### config.mk
export PLATFORM = sky130hd
export DESIGN_NAME = fwd_hazard_tracker
export DESIGN_NICKNAME = d
export VERILOG_FILES = /design/src/rtl/fwd_hazard_tracker.sv
export SDC_FILE = /design/constraint.sdc
export NUM_CORES = 1
export LEC_CHECK = 0
export ABC_CLOCK_PERIOD_IN_PS = 2400
export CAP_MARGIN = 20
export CORE_UTILIZATION = 38
export CTS_CLUSTER_SIZE = 16
export DETAILED_ROUTE_END_ITERATION = 7
export GPL_TIMING_DRIVEN = 0
export PLACE_DENSITY = 0.85
export SYNTH_ARGS = -nofsm -noshare
export SYNTH_HDL_FRONTEND = slang
export SYNTH_SLANG_ARGS = --single-unit
### constraint.sdc
create_clock -name clk -period 2.4 [get_ports clk]
set_input_delay 0.36 -clock clk [delete_from_list [all_inputs] [get_ports clk]]
set_output_delay 0.36 -clock clk [all_outputs]
set_load 0.005 [all_outputs]
### src/rtl/fwd_hazard_tracker.sv
// Forwarding-select and load-use stall unit with a private shadow of in-flight destination writes.
// Optional stall-cycle performance counter enabled by defining FWD_HAZARD_PERF_EN.
module fwd_hazard_tracker #(
  parameter int NUM_SRC  = 2,
  parameter int REG_AW   = 5,
  parameter int ZERO_REG = 31,
  parameter int DEPTH    = 2,
  parameter int LOAD_LAT = 1,
  parameter int SEL_W    = $clog2(DEPTH + 1)
) (
  input  logic                      clk,
  input  logic                      reset_n,
  input  logic                      ex_valid,
  input  logic                      ex_regwrite,
  input  logic                      ex_is_load,
  input  logic [REG_AW-1:0]         ex_rd,
  input  logic                      ex_flush,
  input  logic [NUM_SRC*REG_AW-1:0] ex_src,
  input  logic [NUM_SRC*REG_AW-1:0] id_src,
  input  logic [NUM_SRC-1:0]        id_src_used,
  output logic [NUM_SRC*SEL_W-1:0]  fwd_sel,
  output logic                      stall,
  output logic [15:0]               stall_cycles
);

  localparam logic [REG_AW-1:0] ZERO_ADDR = REG_AW'(ZERO_REG);

  // Stage k of the shadow pipeline is index k; index 1 is EX/MEM.
  logic [DEPTH:1]             v_reg;
  logic [DEPTH:1]             ld_reg;
  logic [DEPTH:1][REG_AW-1:0] rd_reg;

  logic               v_next;
  logic               ex_load_live;
  logic [NUM_SRC-1:0] port_hazard;

  assign v_next       = ex_valid & ex_regwrite & ~ex_flush & (ex_rd != ZERO_ADDR);
  assign ex_load_live = v_next & ex_is_load;

  always_ff @(posedge clk) begin
    if (!reset_n) begin
      v_reg <= '0;
    end else begin
      v_reg[1] <= v_next;
      for (int k = DEPTH; k >= 2; k--) begin
        v_reg[k] <= v_reg[k-1];
      end
    end
    rd_reg[1] <= ex_rd;
    ld_reg[1] <= ex_is_load;
    for (int k = DEPTH; k >= 2; k--) begin
      rd_reg[k] <= rd_reg[k-1];
      ld_reg[k] <= ld_reg[k-1];
    end
  end

  genvar gi;
  generate
    for (gi = 0; gi < NUM_SRC; gi++) begin : g_port
      logic [REG_AW-1:0] ex_addr;
      logic [REG_AW-1:0] id_addr;
      logic [SEL_W-1:0]  sel;
      logic              hazard;

      assign ex_addr = ex_src[gi*REG_AW +: REG_AW];
      assign id_addr = id_src[gi*REG_AW +: REG_AW];

      // Scan oldest to youngest so the youngest matching producer overrides.
      always_comb begin
        sel = '0;
        for (int k = DEPTH; k >= 1; k--) begin
          if (v_reg[k] && (rd_reg[k] == ex_addr)) begin
            sel = SEL_W'(k);
          end
        end
        if ((ex_addr == ZERO_ADDR) || !reset_n) begin
          sel = '0;
        end
      end

      // The ID instruction sees every producer one stage older when it reaches EX.
      always_comb begin
        hazard = ex_load_live && (ex_rd == id_addr);
        for (int k = 1; k <= DEPTH; k++) begin
          if ((k < LOAD_LAT) && v_reg[k] && ld_reg[k] && (rd_reg[k] == id_addr)) begin
            hazard = 1'b1;
          end
        end
        if (!id_src_used[gi] || (id_addr == ZERO_ADDR) || !reset_n) begin
          hazard = 1'b0;
        end
      end

      assign fwd_sel[gi*SEL_W +: SEL_W] = sel;
      assign port_hazard[gi]            = hazard;
    end
  endgenerate

  assign stall = |port_hazard;

`ifdef FWD_HAZARD_PERF_EN
  logic [15:0] stall_cnt_reg;

  always_ff @(posedge clk) begin
    if (!reset_n) begin
      stall_cnt_reg <= 16'h0000;
    end else if (stall && (stall_cnt_reg != 16'hFFFF)) begin
      stall_cnt_reg <= stall_cnt_reg + 16'h0001;
    end
  end

  assign stall_cycles = stall_cnt_reg;
`else
  assign stall_cycles = 16'h0000;
`endif

endmodule

# After elaboration in Yosys (flattened, before gate mapping)
# Index checks and enable logic that the tools add are counted.
[word_totals] ff_bits=12 inputBits=33 output_inout_bits=21
[op_classes] n_reduce_logical=16 bitwise=5 mux=8 eq_ne=11
[ops] cell="5-bit == test" n=6
[ops] cell="5-bit == test, second input constant" n=4
[ops] cell="2-bit two-way mux" n=6
[ops] cell="1-bit logical AND" n=6
[ops] cell="1-bit logical OR" n=6
[ops] cell="5-bit != test, second input constant" n=1
[ops] cell="1-bit AND" n=4
[ops] cell="1-bit logical NOT" n=3
[ops] cell="1-bit two-way mux" n=2
[ops] cell="2-bit OR reduction" n=1
[ops] cell="1-bit inverter" n=1

# Logic depth before layout (Yosys ltp)
[logic_depth] depth_word=7 ltp_mapped=4

# Worst setup path after synthesis
# No wires, ideal clock.
[synth_timing] path_type="input-to-output" from="input ex_src[2]" to="output fwd_sel[1]" arrival_ns=1.041 path_slack_ns=0.999 n_path_buf=0 path_stages=4 cell_sequence="xor2_1 -> nor4_2 -> nand3_1 -> nor3b_2"
[synth_between] elab_chain_cells=5
[synth_rtl] element="start: declaration" line="18" source="input logic [NUM_SRC*REG_AW-1:0] ex_src,"
[synth_rtl] element="5-bit == test" line="72" source="if (v_reg[k] && (rd_reg[k] == ex_addr)) begin"
[synth_rtl] element="1-bit logical AND" line="72"
[synth_rtl] element="2-bit two-way mux (2 in series)" line="72"
[synth_rtl] element="2-bit two-way mux *" line="76" source="if ((ex_addr == ZERO_ADDR) || !reset_n) begin"
[synth_rtl] element="end: declaration" line="21" source="output logic [NUM_SRC*SEL_W-1:0] fwd_sel,"
# Every way passes the cells marked *; elsewhere a longest branch is shown, timed or not.

# Worst setup path after layout
[layout_timing] from="input ex_src[6]" to="output fwd_sel[3]"
# The elaborated chain is that of the path after synthesis.

==> summary by stage <==
Run status
The flow ran to the end, and the final reports show no timing, DRC or antenna violations.

Power and ir drop
The combinational cell fraction of total power is 0.303. The worst-case IR drop observed on VDD is 0.2502 mV. The share of total power dissipated in the clock network is 0.232.

Of the total power, registers draw 0.464. The power density of the placed cells is 360.6 mW/mm^2. The fraction of power spent switching nets is 0.2525. For this design the total switching power over the nets is 0.0001186 W. The internal power of the cells totals 0.0003511 W. The reported leakage power is 0.5803 nW.

The post-layout total power is 0.0004697 W.

Yosys
The netlist uses 20 different library cells. The number of synthesis warnings is 0. The proportion of register bits with asynchronous set or reset after synthesis is 0.

Ranked by instance count, the synthesized netlist is headed by sky130_fd_sc_hd__xor2_1 (23), sky130_fd_sc_hd__buf_4 (16), sky130_fd_sc_hd__dfxtp_1 (12). The sequential element share of the synthesized area is 0.2954. The top flip-flop cell by instance count after synthesis is sky130_fd_sc_hd__dfxtp_1. Ranked by total cell area, the synthesized netlist is headed by sky130_fd_sc_hd__dfxtp_1 (30%), sky130_fd_sc_hd__xor2_1 (25%), sky130_fd_sc_hd__buf_4 (15%), sky130_fd_sc_hd__xnor2_1 (6.5%), sky130_fd_sc_hd__nand3_1 (4.3%). Yosys instantiated no cell more often than sky130_fd_sc_hd__xor2_1. Synthesis produced a netlist whose cell count is 89.

The cell taking the most area after synthesis is sky130_fd_sc_hd__dfxtp_1. The share of synthesized area in the top cell type comes to 0.2954. Each instance of the synthesized netlist takes up on average 9.138 sq um. The number of synthesized register bits is 12. The number of flops mapped to enable cells by yosys is 0. The synthesized netlist occupies a cell area of 813.3 sq um.

Setup path
The worst setup path is of the input port to output pin kind. The most numerous cell type found on the critical path is sky130_fd_sc_hd__clkdlybuf4s50_1. On the critical path, the stage with the largest delay is an instance of sky130_fd_sc_hd__clkdlybuf4s50_1. The critical path data arrival time is 1.94 ns. The largest single stage delay on the critical path is 0.54 ns. The critical path endpoint category is an output pin. The required arrival time at the worst endpoint is 2.04 ns. The critical path goes through clkdlybuf4s50_1, xor2_1, nor4_2, nand3_1, nor3b_2, clkdlybuf4s50_1.

STA classifies the critical path startpoint as an input port. The maximum net fanout on the critical path is 3.

Floorplan
The die covers 0.002329 sq mm. The die is 48.26 um tall. 54 I/O pins were placed. The placement row count is 16. The die is 48.26 um wide. In this run the standard cell core region covers 0.001982 sq mm. The effective utilization at floorplan is 0.4104.

Drt
In the final routed layout, each cell accounts on average for 10.50 um. After detailed routing, the number of vias per cell comes to 4.380. The count of nets left with antenna violations after detail routing is 0. The first detailed-routing pass ran for 4 iterations. The total wire length after detailed routing is 1795 um. The final route contains 749 vias. The detailed router's first-iteration violation count is 1. After detailed routing, the number of remaining DRC violations is 0.

Finish
From synthesis to final layout, the design area changed by 60.15%. After filler insertion, the fill cell instance count of the layout stands at 179. The area taken by flip-flops and latches is 240.2 sq um. The flip-flop count of the largest register, all copies and words added is 10.

At the end of the flow, the number of nets in the layout was 179. The area of combinational cells with multiple inputs is 528.0 sq um. The diode insertion count for antenna repair is 0. The share of final-layout standard cells stronger than drive strength 1 is 0.1806.

Placed design
The post-placement setup slack is -0.1931 ns. The final RePlAce weighted congestion is 0.7923. The count of buffers added on input and output ports is 37. The wire-length estimate of the detail-placed layout is 1579 um.

STA
For this run, the top clock speed supported by timing is 0.4339 GHz. The post-route fraction of the period consumed by the critical path is 0.9602. The final number of setup-violating endpoints is 0. The minimum period implied by the final worst setup slack is 2.304 ns. The final hold violation count is 0. The total count of max-transition violations in the final report is 0. The worst setup margin is 0.09556 ns. The setup skew after layout is 0.0002556 ns. Setup repair after global routing left no endpoint under its margin.

CTS
The clock latency on the worst-skew pair is 0.25 ns. The clock sink total is 12. After clock tree synthesis, the clock-pin slew on the worst setup and hold paths is 0.06 ns. The tree is rooted in a sky130_fd_sc_hd__clkbuf_4. The clock passes through at most 2 buffers. The number of buffers created by CTS is 3. TritonCTS built the clock tree. The total of hold buffers inserted after clock tree synthesis is 0. The H-tree level count is 1.

Global route
In the global route stage, overall resource usage came out at 0.1707. The wire length of the first global-routing pass is 2697 um. Summed over all layers, the global routing overflow is 0. Entering global routing, the biggest net connects 7 pins. The initial antenna violation count came to 0. The number of global-route vias before repair was 721.

Min path
The min-delay analysis places its worst path in the category flip-flop to flip-flop.

Job
The tool flagged a number of max-cap violations equal to 0.
## timing repair
item	in CTS	in global routing
setup buffers	0	0
hold endpoints to repair	0	0
pin swaps	3	0
setup endpoints to repair	5	1
resized for setup	15	1
## placed cells by master, fill, tap and decap left out
master,n
sky130_fd_sc_hd__dlymetal6s2s_1,1
sky130_fd_sc_hd__buf_4,16
sky130_fd_sc_hd__clkbuf_4,3
sky130_fd_sc_hd__and2_1,1
sky130_fd_sc_hd__nor4_2,5
sky130_fd_sc_hd__nand3_1,7
sky130_fd_sc_hd__clkdlybuf4s50_1,24
sky130_fd_sc_hd__a21oi_1,1
sky130_fd_sc_hd__a31oi_1,1
sky130_fd_sc_hd__nor3b_2,2
sky130_fd_sc_hd__o21ai_0,2
sky130_fd_sc_hd__nor2_1,3
sky130_fd_sc_hd__nand4b_1,1
sky130_fd_sc_hd__dfxtp_1,12
sky130_fd_sc_hd__conb_1,16
sky130_fd_sc_hd__a41oi_1,1
sky130_fd_sc_hd__nand2_1,4
sky130_fd_sc_hd__xor2_1,23
sky130_fd_sc_hd__xnor2_1,6
sky130_fd_sc_hd__dlygate4sd2_1,12
sky130_fd_sc_hd__o2111ai_1,1
sky130_fd_sc_hd__nor3_1,1
sky130_fd_sc_hd__and3_1,1
## metrics by stage
step                hold WS (ns)  TNS [ns]  std cells    util  area, sq um
floorplan                 0.3732         0        104       -        869.6
global placement          0.3824   -0.3006        168  0.6427         1274
detailed placement        0.3831   -0.5417        168  0.6427         1274
CTS                       0.3919         0        171  0.6559         1300
global route              0.4030         0        171  0.6572         1303
finish                    0.3893         0        171  0.6572         1303
## routing by layer
metal / up-vias / GRT usage / share of wire
met3: 6 / 0.02593 / 0.067
met4: 0 / 0.1111 / 0.026
met1: 324 / 0.1611 / 0.37
met5: - / 0 / 0
met2: 40 / 0.3333 / 0.54
li1: 379 / - / -
## critical path, delay by kind of cell
kind / cells / cell delay [ns]
buffers and inverters: 2 / 1.05
xor gates and xnor gates: 1 / 0.21
and+or+nand+nor: 3 / 0.32
## worst paths after layout
check | start | endpoint | slack, ns | depth (start not counted)
hold reg to reg | rd_reg[1]$_DFF_P_ | rd_reg[6]$_DFF_P_ | 0.39 | 0
setup reg to reg | v_reg[1]$_SDFF_PN0_ | v_reg[2]$_SDFF_PN0_ | 1.83 | 1
setup / recovery | ex_src[6] | fwd_sel[3] | 0.1 | 6
hold / removal | rd_reg[1]$_DFF_P_ | rd_reg[6]$_DFF_P_ | 0.39 | 0
## power by group through the flow
stage	combinational, W	clock, W	sequential [W]
6_report	0.000142	0.000109	0.000218
3_3_place_gp	0.000140	0	0.000222
5_1_grt	0.000157	0.000123	0.000219
4_1_cts	0.000142	0.000114	0.000218
2_1_floorplan	0.0000694	0	0.000221
3_5_place_dp	0.000144	0	0.000223
## area by class of cell
type	instances	share of cell area
multi-input combinational	76	0.4054
timing repair buffer	37	0.2747
sequential	12	0.1844
buffer	16	0.09222
tap	27	0.02594
clock buffer	3	0.01729
## kinds of logic after synthesis
kind of cell / Yosys count / synth area share
DFF: 12 / 0.2954
other: 1 / 0.004611
buffers and inverters: 16 / 0.1477
xor gates and xnor gates: 29 / 0.3123
and+or+nand+nor: 25 / 0.1923
AOI/OAI and AO/OA: 6 / 0.04770
No activity file was read; power rests on OpenSTA's default activity.
